===== src/rtl/mem_region_router.sv =====
// Routes load/store memory requests to one of several targets by address range and
// returns responses strictly in issue order through a small tag FIFO.
module mem_region_router #(
    parameter int          NUM_TARGETS     = 4,
    parameter logic [31:0] REGION_L [NUM_TARGETS] = '{32'h80000000, 32'h60000000, 32'h70000000, 32'h00000000},
    parameter logic [31:0] REGION_H [NUM_TARGETS] = '{32'h8FFFFFFF, 32'h6FFFFFFF, 32'h7FFFFFFF, 32'h0000FFFF},
    parameter int          MAX_OUTSTANDING = 4
) (
    input  logic                              clk,
    input  logic                              rst,
    input  logic                              req_valid,
    output logic                              req_ready,
    input  logic [31:0]                       req_addr,
    input  logic                              req_we,
    input  logic [31:0]                       req_wdata,
    input  logic [3:0]                        req_be,
    output logic [NUM_TARGETS-1:0]            tgt_valid,
    input  logic [NUM_TARGETS-1:0]            tgt_ready,
    output logic [31:0]                       tgt_addr,
    output logic                              tgt_we,
    output logic [31:0]                       tgt_wdata,
    output logic [3:0]                        tgt_be,
    input  logic [NUM_TARGETS-1:0]            tgt_rvalid,
    input  logic [NUM_TARGETS*32-1:0]         tgt_rdata,
    output logic [NUM_TARGETS-1:0]            tgt_rready,
    output logic                              rsp_valid,
    input  logic                              rsp_ready,
    output logic [31:0]                       rsp_data,
    output logic                              rsp_err,
    output logic [$clog2(MAX_OUTSTANDING):0]  outstanding
);
    localparam int IDXW = (NUM_TARGETS > 1) ? $clog2(NUM_TARGETS) : 1;
    localparam int PTRW = $clog2(MAX_OUTSTANDING);
    localparam int CNTW = PTRW + 1;

    logic [NUM_TARGETS-1:0] w_hit;
    logic [IDXW-1:0]        w_sel;
    logic                   w_unmapped;
    logic                   w_full;
    logic                   w_empty;
    logic                   w_push;
    logic                   w_pop;
    logic                   w_headErr;
    logic [IDXW-1:0]        w_headIdx;

    logic [PTRW-1:0]        r_wrPtr;
    logic [PTRW-1:0]        r_rdPtr;
    logic [CNTW-1:0]        r_count;
    logic                   r_errMem [MAX_OUTSTANDING];
    logic [IDXW-1:0]        r_idxMem [MAX_OUTSTANDING];

    // Unsigned L <= addr <= H written as one modular subtraction so a zero lower bound
    // does not turn into an always-true comparison; descending loop makes index 0 win.
    always_comb begin
        w_hit = '0;
        w_sel = '0;
        for (int i = NUM_TARGETS - 1; i >= 0; i--) begin
            w_hit[i] = (req_addr - REGION_L[i]) <= (REGION_H[i] - REGION_L[i]);
            if (w_hit[i]) begin
                w_sel = IDXW'(i);
            end
        end
    end

    assign w_unmapped = ~|w_hit;
    assign w_full     = (r_count == CNTW'(MAX_OUTSTANDING));
    assign w_empty    = (r_count == '0);

    assign tgt_addr  = req_addr;
    assign tgt_we    = req_we;
    assign tgt_wdata = req_wdata;
    assign tgt_be    = req_be;

    always_comb begin
        tgt_valid = '0;
        req_ready = 1'b0;
        if (!rst && !w_full) begin
            req_ready = w_unmapped || tgt_ready[w_sel];
            if (req_valid && !w_unmapped) begin
                tgt_valid[w_sel] = 1'b1;
            end
        end
    end

    assign w_headErr = r_errMem[r_rdPtr];
    assign w_headIdx = r_idxMem[r_rdPtr];

    // Only the head entry may talk to the requester; other targets stall with rready low.
    always_comb begin
        rsp_valid  = 1'b0;
        rsp_data   = '0;
        rsp_err    = 1'b0;
        tgt_rready = '0;
        if (!w_empty) begin
            if (w_headErr) begin
                rsp_valid = 1'b1;
                rsp_err   = 1'b1;
            end else begin
                rsp_valid             = tgt_rvalid[w_headIdx];
                rsp_data              = tgt_rdata[{w_headIdx, 5'd0} +: 32];
                tgt_rready[w_headIdx] = rsp_ready;
            end
        end
    end

    assign w_push = req_valid && req_ready;
    assign w_pop  = rsp_valid && rsp_ready;

    always_ff @(posedge clk or posedge rst) begin
        if (rst) begin
            r_wrPtr <= '0;
            r_rdPtr <= '0;
            r_count <= '0;
        end else begin
            if (w_push) begin
                r_wrPtr <= r_wrPtr + 1'b1;
            end
            if (w_pop) begin
                r_rdPtr <= r_rdPtr + 1'b1;
            end
            if (w_push && !w_pop) begin
                r_count <= r_count + 1'b1;
            end else if (!w_push && w_pop) begin
                r_count <= r_count - 1'b1;
            end
        end
    end

    // Entry storage needs no reset: occupancy alone decides which slots are live.
    always_ff @(posedge clk) begin
        if (w_push) begin
            r_errMem[r_wrPtr] <= w_unmapped;
            r_idxMem[r_wrPtr] <= w_sel;
        end
    end

    assign outstanding = r_count;

endmodule


===== config.mk =====
export PLATFORM = sky130hd
export DESIGN_NAME = mem_region_router
export DESIGN_NICKNAME = d
export VERILOG_FILES = /design/src/rtl/mem_region_router.sv
export SDC_FILE = /design/constraint.sdc
export NUM_CORES = 1
export LEC_CHECK = 0
export BUFFER_PORTS_ARGS = -buffer_cell sky130_fd_sc_hd__buf_4
export CAP_MARGIN = 20
export CORE_AREA = 2 2 127 129
export CTS_CLUSTER_SIZE = 16
export DETAILED_ROUTE_END_ITERATION = 16
export DIE_AREA = 0 0 129 131
export PLACE_DENSITY = 0.54
export SYNTH_ARGS = -nofsm -noshare
export SYNTH_HDL_FRONTEND = slang
export SYNTH_SLANG_ARGS = --single-unit
export TNS_END_PERCENT = 1

===== constraint.sdc =====
create_clock -name clk -period 3.6 [get_ports clk]
set_clock_uncertainty 0.15 [all_clocks]
set_input_delay 0.54 -clock clk [delete_from_list [all_inputs] [get_ports clk]]
set_output_delay 0.54 -clock clk [all_outputs]
set_load 0.005 [all_outputs]

==> reports/metrics.cfg, run 1 <==
[logic_synthesis]
post_synth.cell_area_avg_um2=10.3
ys_types=44
yosysWarnings=0
yosysTopAreaCellShare=0.225
synth_area_leaders=mux4_2, buf_4, edfxtp_1
yosysTopAreaCell=mux4_2
syn_area_mm2=0.00281
yosysSeqAreaShare=0.191
synthCells=272
ys_seq_elements=19
synth_nets=488

[power]
leakage_nw=1.95
power_density_mw_per_mm2=581
ir_drop_uv=311
power_w=0.00246

[layout]
layout.nets=631
final_common_cell=buf_4
fillers=1674
area_delta_synth_final_pct=50.7
antenna_cells=0
layout_common_cells=buf_4, and2_1, mux4_2, nor2_1, inv_1
post-route-util=0.271
drive_gt1_frac=0.630
fin_area_mm2=0.00423

[drt]
drt-total-wl_mm=10.3
drt_iter0_markers=34
final_antenna_net_count=0
vias=2596
firstDrtPassIters=4
drcViolationCount=0
vias_per_cell=4.12
wl_per_cell_um=16.3

[cts]
clkSlewWorstSetupHoldPaths_ps=50
postCtsHoldBufs=0
root_buffer=clkbuf_16
clock_tree.buffer_depth=2
cts_buffers=3
cts_tree=built
post-cts-setup-buffer-count=0
cts.sinks=19
clk-insertion-delay-late_ps=250
htreeDepth=1
cts.repair.resized=0

[sta]
hold_viol=0
finalSetupViolCount=0
fin_ws_ps=412
drv_slew=0
clock.fmax_ghz=0.314
slew_headroom=0.563
fin_tns_setup_ps=0
period_share=0.885
final.min_clock_period_ps=3190
rsz0062_at_grt=false
worstMarginPinSlew_ps=651

[setup_path]
crit_slowest_cell=mux4_1
crit_family=multiplexers
arrival_ps=3200
r2r_cells=10
path_cells=mux4_1 -> a41o_1 -> a21o_1 -> o211ai_2 -> ha_1 -> inv_1 -> fa_1 -> xor2_1 -> nor2_1 -> xor2_1
path_class=reg2reg
rr_startpoint=r_rdPtr[0]
endpoint_kind=register
cp_max_fo=8
crit_buf_inv=1
critPathLaunchType=register
reg2reg_slack_ps=410
r2r_end=outstanding[2]
worst-endpoint-required_ps=3620
cpMostUsedCell=xor2_1
cpPeakStageDelay_ps=680

[placement]
port-buffer-count=217
gp_congestion=0.775
post-place-ws_ps=279
dp.final_hpwl_mm=9.01
placedInstanceArea_mm2=0.00415

[floorplanning]
die_h_um=131
start_util=0.180
coreArea_mm2=0.0156
fp.dieW_um=129
num_rows=46
io_pins=324
dieArea_mm2=0.0169

[min_path]
worstHoldPathType=in2async

[outcome]
status=finished clean

[grt]
grt_pass1_vias=2530
antenna_found_initial=0
grt_start_max_net_pins=36
grt_usage=0.107
grt_pass1_wl_mm=14.0
grt.overflow.total=0

[job]
max_cap_violations=0

worst max-delay path by stage:
stage,slack [ps],end,from,depth (start not counted)
floorplan,620,outstanding[2],req_addr[29],13
global placement,390,outstanding[2],req_addr[29],13
detailed placement,280,outstanding[2],req_addr[29],13
CTS,390,outstanding[2],r_rdPtr[0],10
global route,250,outstanding[2],r_rdPtr[0],10
finish,410,outstanding[2],r_rdPtr[0],10
report_power, final:
group	total, W	internal, W	leakage, nW	switching [W]
registers	0.000381	0.000290	0.192	0.0000909
logic	0.00186	0.00111	1.72	0.000746
clock network	0.000221	0.000149	0.0409	0.0000724
total	0.00246	0.00155	1.95	0.000910
Yosys cell counts:
master and count:
mux4_1 6, and2_1 33, buf_6 5, or2_2 3
a21oi_1 1, a21o_1 1, mux2i_2 1, a31oi_1 1
a211o_1 1, o41a_1 1, nor2_1 19, o21ai_0 5
o211ai_1 2, inv_1 14, a221oi_1 1, dfrtp_1 7
edfxtp_1 12, nand2_1 7, fa_1 1, xor2_1 3
o31a_1 1, o22ai_1 1, buf_4 69, nand2b_1 1
nand3_1 3, or3_1 1, ha_1 6, mux4_2 28
a41o_1 1, o21ai_1 1, nor4_1 2, nand3b_1 1
nand4_1 1, clkbuf_1 8, a211oi_1 4, o21bai_1 1
o211ai_2 1, o2111ai_1 1, nor3_1 4, mux2i_1 5
nor3b_1 2, xnor2_1 3, mux2_2 2, clkbuf_2 1
logic make-up (layout without fill, tap and decap cells):
logic type | after synthesis | after routing | synth area share
AOI/OAI and AO/OA | 24 | 24 | 0.0628
xor gates and xnor gates | 6 | 6 | 0.0187
adders and majority gates | 7 | 7 | 0.0339
buffers and inverters | 97 | 239 | 0.236
DFF | 19 | 19 | 0.191
muxes | 42 | 42 | 0.311
and+or+nand+nor | 77 | 77 | 0.147
state kept, by name (all words and copies together), names as in the netlist:
register,flops
outstanding,3
r_errMem,4
r_idxMem,8
r_wrPtr,2
r_rdPtr,2
layout make-up:
| class | count | area, µm² | share of cell area |
|---|---|---|---|
| Timing Repair Buffer | 221 | 1670 | 0.395 |
| Inverter | 14 | 52.6 | 0.0124 |
| Clock buffer | 3 | 75.1 | 0.0177 |
| Multi-Input combinational cell | 156 | 1620 | 0.383 |
| Sequential cell | 19 | 536 | 0.127 |
| Tap cell | 216 | 270 | 0.0639 |
| Clock inverter | 1 | 5.00 | 0.00118 |
per-layer routing:
metal  track usage  wire [µm]  up-vias  part of all wire
met5             0          0        -                 0
met4       0.00895         35        0            0.0034
met3        0.0423       1230        4              0.12
met2         0.194       5220      201              0.51
met1         0.123       3810     1194              0.37
li1              -          -     1197                 -
per-stage QoR:
stage               hold slack (ps)  cells
floorplan                       193    272
global placement                356    626
detailed placement              371    626
CTS                             102    630
global route                    113    630
finish                         92.5    630
(Power assumes the default switching activity.)
==> run 2: changes to the inputs <==
BUFFER_PORTS_ARGS = -buffer_cell sky130_fd_sc_hd__buf_2   (was -buffer_cell sky130_fd_sc_hd__buf_4)
CORE_AREA = 2 2 124 126   (was 2 2 127 129)
DIE_AREA = 0 0 126 128   (was 0 0 129 131)
MAX_ROUTING_LAYER = met4   (was default)
PLACE_DENSITY = 0.56   (was 0.54)
clock period = 3.8 ns   (was 3.6 ns; I/O delays follow)
==> run 2 against run 1 <==
Net effect:
- clock-buffer cell count up 1
- hold slack better by 27 ps
- worst setup slack better by 7.1 ps
- first-iteration DRC count up 32%
==> reports/metrics.cfg, run 2 (synthesized netlist as in run 1, its figures left out) <==
[outcome]
status=finished clean

[layout]
area_delta_synth_final_pct=29.4
stdcell_count=601  ; -4.6%
layout.nets=630  ; -0.16%
final_common_cell=buf_2
largest_register_ff_count=8  ; unchanged
post-route-util=0.244  ; -0.0269
drive_gt1_frac=0.627  ; -0.00332
antenna_cells=0  ; unchanged
max_flop_register=r_idxMem
layout_common_cells=buf_2, and2_1, mux4_2, nor2_1, inv_1

[sta]
slew_headroom=0.580  ; +0.0170
drv_slew=0  ; unchanged
worstMarginPinSlew_ps=626  ; -25.4 ps
final.min_clock_period_ps=3380
rsz0062_at_grt=false
clock.fmax_ghz=0.296
period_share=0.890
fin_tns_setup_ps=0  ; unchanged
hold_viol=0  ; unchanged
finalSetupViolCount=0  ; unchanged

[cts]
cts.repair.resized=0  ; unchanged
post-cts-setup-buffer-count=0  ; unchanged
root_buffer=clkbuf_16
clk-insertion-delay-late_ps=240  ; about the same
clkSlewWorstSetupHoldPaths_ps=50  ; about the same
postCtsHoldBufs=0  ; unchanged
cts_tree=built
clock_tree.buffer_depth=2  ; unchanged
htreeDepth=1  ; unchanged
cts_buffers=3  ; unchanged
cts.sinks=19  ; unchanged

[floorplanning]
start_util=0.189  ; +0.00888
io_pins=324  ; unchanged
fp.dieW_um=126  ; -2.3%
die_h_um=128  ; -2.3%
dieArea_mm2=0.0161  ; -4.6%
num_rows=45  ; -2.2%
coreArea_mm2=0.0149  ; -4.7%

[setup_path]
reg2reg_slack_ps=570  ; +160 ps
arrival_ps=2660  ; -540 ps
path_class=reg2out
path_cells=mux4_2 -> buf_4 -> mux4_1 -> and2_1 -> buf_2
crit_buf_inv=2  ; +1
worst-endpoint-required_ps=3080  ; -540 ps
crit_slowest_cell=mux4_1
cpPeakStageDelay_ps=620  ; -60 ps
rr_startpoint=r_rdPtr[0]
crit_family=multiplexers
cp_max_fo=34  ; +26
endpoint_kind=output port
r2r_cells=10  ; unchanged
r2r_end=outstanding[2]
critPathLaunchType=register

[drt]
vias_per_cell=4.37  ; +6.1%
vias=2628  ; +1.2%
wl_per_cell_um=16.6  ; +1.4%
final_antenna_net_count=0  ; unchanged
firstDrtPassIters=4  ; unchanged
drcViolationCount=0  ; unchanged
drt-total-wl_mm=9.96  ; -3.2%
drt_iter0_markers=45  ; +32%

[grt]
grt_pass1_vias=2639  ; +4.3%
grt_start_max_net_pins=35  ; -2.8%
grt_pass1_wl_mm=14.4  ; +3.0%
grt.overflow.total=0  ; unchanged
antenna_found_initial=0  ; unchanged
grt_usage=0.116  ; +0.00941

[placement]
gp_congestion=0.796  ; +2.7%
dp.cells=597  ; -4.6%
dp.final_hpwl_mm=8.92  ; -1.0%
port-buffer-count=217  ; unchanged

[min_path]
worstHoldPathType=in2async

[power]
ir_drop_uv=285  ; -8.3%
power_density_mw_per_mm2=579  ; -0.31%
leakage_nw=1.78  ; -8.9%

[job]
max_cap_violations=0  ; unchanged

-- run 2: cell types whose count changed in the layout (fill, tap and decap cells not counted) --
| cell | change |
|---|---|
| buf_2 | +217 |
| buf_4 | -217 |
| buf_12 | -1 |
| clkbuf_1 | +1 |
| clkinv_2 | -1 |
-- run 2: final cells by class --
class                           count  area, µm²
Tap cell                          188        235
Clock buffer                        4       78.8
Sequential cell                    19        536
Timing Repair Buffer              220       1110
Multi-Input combinational cell    156       1620
Inverter                           14       52.6
Fill cell                        1621      11200
-- run 2: stage by stage --
step | setup slack [ps] | cell area (µm²) | hold slack, ps | total power [W]
after detailed placement | 451 | 3550 | 398 | 0.00192
after CTS | 393 | 3630 | 134 | 0.00214
after global routing | 253 | 3630 | 148 | 0.00227
final | 420 | 3630 | 120 | 0.00210
after floorplan | 791 | 2810 | 223 | 0.00150
after global placement | 552 | 3550 | 383 | 0.00190
-- run 2: worst register-to-register path: stages, from the launching register on --
cell and delay (ps):
dfrtp_1 560, mux4_1 680, a41o_1 240, a21o_1 180, o211ai_2 250, ha_1 240
inv_1 70, fa_1 380, xor2_1 150, nor2_1 110, xor2_1 150
-- run 2: layer usage --
metal,vias to the layer above,share of wire,track usage
li1,1196,-,-
met5,-,0,-
met2,197,0.50,0.203
met4,0,0.0037,0.0123
met1,1229,0.38,0.131
met3,6,0.12,0.0438
-- run 2: worst max path at each step --
stage	slack (ps)	cells past startpoint	startpoint	endpoint
after global placement	550	13	req_addr[29]	outstanding[2]
after floorplan	790	13	req_addr[29]	outstanding[2]
after global routing	250	5	r_rdPtr[0]	rsp_data[1]
after CTS	390	5	r_rdPtr[0]	rsp_data[3]
after detailed placement	450	13	req_addr[29]	outstanding[2]
final	420	5	r_rdPtr[0]	rsp_data[3]
-- run 2: report_power, final --
group,internal [W],switching (W)
combinational,0.000858,0.000675
clock,0.000142,0.0000693
sequential,0.000274,0.0000844
==> run 3: changes to the inputs <==
GPL_TIMING_DRIVEN = 0   (was default)
SKIP_CTS_REPAIR_TIMING = 1   (was default)
==> run 3 against run 2 <==
Net effect:
- combinational power is 12% higher
- final area grew 23%
- maximum frequency up 0.53%
- wire length grew 8.6%
- critical path depth up 2
- critical path type unchanged
- critical endpoint is now rsp_data[14]
- largest power group unchanged
==> reports/metrics.cfg, run 3 (synthesized netlist as in run 1, its figures left out) <==
[outcome]
status=finished clean

[sta]
final.min_clock_period_ps=3360  ; -17.8 ps
drv_slew=0  ; unchanged
period_share=0.885  ; -0.00469
fin_tns_setup_ps=0  ; unchanged
rsz0062_at_grt=false
hold_viol=0  ; unchanged
clock.fmax_ghz=0.297  ; +0.53%
fin_ws_ps=437  ; +17.8 ps
worstMarginPinSlew_ps=665  ; +39.2 ps
slew_headroom=0.554  ; -0.0266
whs_ps=121  ; +0.787 ps
finalSetupViolCount=0  ; unchanged

[setup_path]
cp_max_fo=10  ; -71%
endpoint_kind=output port
worst-endpoint-required_ps=3080  ; about the same
path_class=reg2out
arrival_ps=2640  ; -20 ps
crit_path_start=r_rdPtr[0]
critPathLaunchType=register
rr_startpoint=r_rdPtr[0]

[floorplanning]
io_pins=324  ; unchanged
fp.dieW_um=126  ; unchanged
coreArea_mm2=0.0149  ; unchanged
num_rows=45  ; unchanged
start_util=0.189  ; unchanged
dieArea_mm2=0.0161  ; unchanged
die_h_um=128  ; unchanged

[cts]
clk-insertion-delay-late_ps=240  ; about the same
htreeDepth=1  ; unchanged
cts_buffers=3  ; unchanged
cts.sinks=19  ; unchanged
root_buffer=clkbuf_16
clkSlewWorstSetupHoldPaths_ps=50  ; about the same
cts_tree=built
clock_tree.buffer_depth=2  ; unchanged

[layout]
drive_gt1_frac=0.703  ; +0.0762
layout_common_cells=buf_2, buf_4, and2_1, mux4_2, nor2_1
layout.nets=763  ; +21%
area_delta_synth_final_pct=59.4
final_common_cell=buf_2
fillers=1591  ; -1.9%
largest_register_ff_count=8  ; unchanged
max_flop_register=r_idxMem

[drt]
drcViolationCount=0  ; unchanged
drt-total-wl_mm=10.8  ; +8.6%
drt_iter0_markers=40  ; -11%
final_antenna_net_count=0  ; unchanged
vias_per_cell=4.04  ; -7.6%
firstDrtPassIters=4  ; unchanged
vias=2970  ; +13%
wl_per_cell_um=14.7  ; -11%

[placement]
gp_congestion=0.789  ; -0.80%
port-buffer-count=270  ; +24%
post-place-ws_ps=163  ; -288 ps
dp.final_hpwl_mm=9.86  ; +11%

[grt]
grt_usage=0.125  ; +0.00862
antenna_found_initial=1  ; +1
top_usage_layer=met2
grt_pass1_wl_mm=15.6  ; +8.2%
use_met1=0.167  ; +0.0358
met3_usage=0.0142  ; -0.0296
gr-usage-met2=0.212  ; +0.00917
grt_start_max_net_pins=12  ; -66%
grt.overflow.total=0  ; unchanged
grt_pass1_vias=2872  ; +8.8%

[power]
power_w=0.00225  ; +6.9%
power_density_mw_per_mm2=502  ; -13%
ir_drop_uv=289  ; +1.4%
leakage_nw=2.35  ; +32%

[min_path]
worstHoldPathType=in2async

[job]
max_cap_violations=0  ; unchanged

## run 3: stage by stage
stage	util	area [µm²]	std cells
after floorplan	-	2810	272
after detailed placement	0.296	4390	730
after CTS	0.301	4470	734
final	0.301	4480	735
after global placement	0.296	4390	730
after global routing	0.301	4480	735
## run 3: path summary, 6_finish.rpt
kind	to	slack (ps)	cells after the start
worst min register to register	outstanding[2]	420	1
worst max-delay path	rsp_data[14]	440	7
worst min-delay path	r_rdPtr[1]	120	2
min in group clk	outstanding[2]	420	1
worst max register to register	outstanding[2]	720	13
max in group asynchronous	r_rdPtr[0]	3160	2
## run 3: layout make-up
type	instances	area [µm²]	share of cell area
Antenna cell	1	2.50	0.000559
Buffer	83	609	0.136
Clock buffer	3	75.1	0.0168
Clock inverter	1	5.00	0.00112
Inverter	14	52.6	0.0117
Multi-Input combinational cell	156	1610	0.360
Sequential cell	19	536	0.120
Tap cell	188	235	0.0525
Timing Repair Buffer	270	1350	0.302
## run 3: power by group
part	switching [W]	leakage, nW	internal, W
clock	0.0000675	0.0409	0.000141
combinational	0.000744	2.11	0.000969
sequential	0.0000520	0.192	0.000275
## run 3: layer usage
metal,wire length [µm],vias to the layer above
met3,690,2
met4,48,0
li1,-,1472
met5,0,-
met2,5410,155
met1,4670,1341
## run 3: critical path, cell delays in order (launching register included)
cell and delay (ps):
dfrtp_1 370, buf_6 140, mux2i_1 150, mux2i_2 540, clkbuf_1 510, mux4_2 380
and2_1 170, buf_2 120
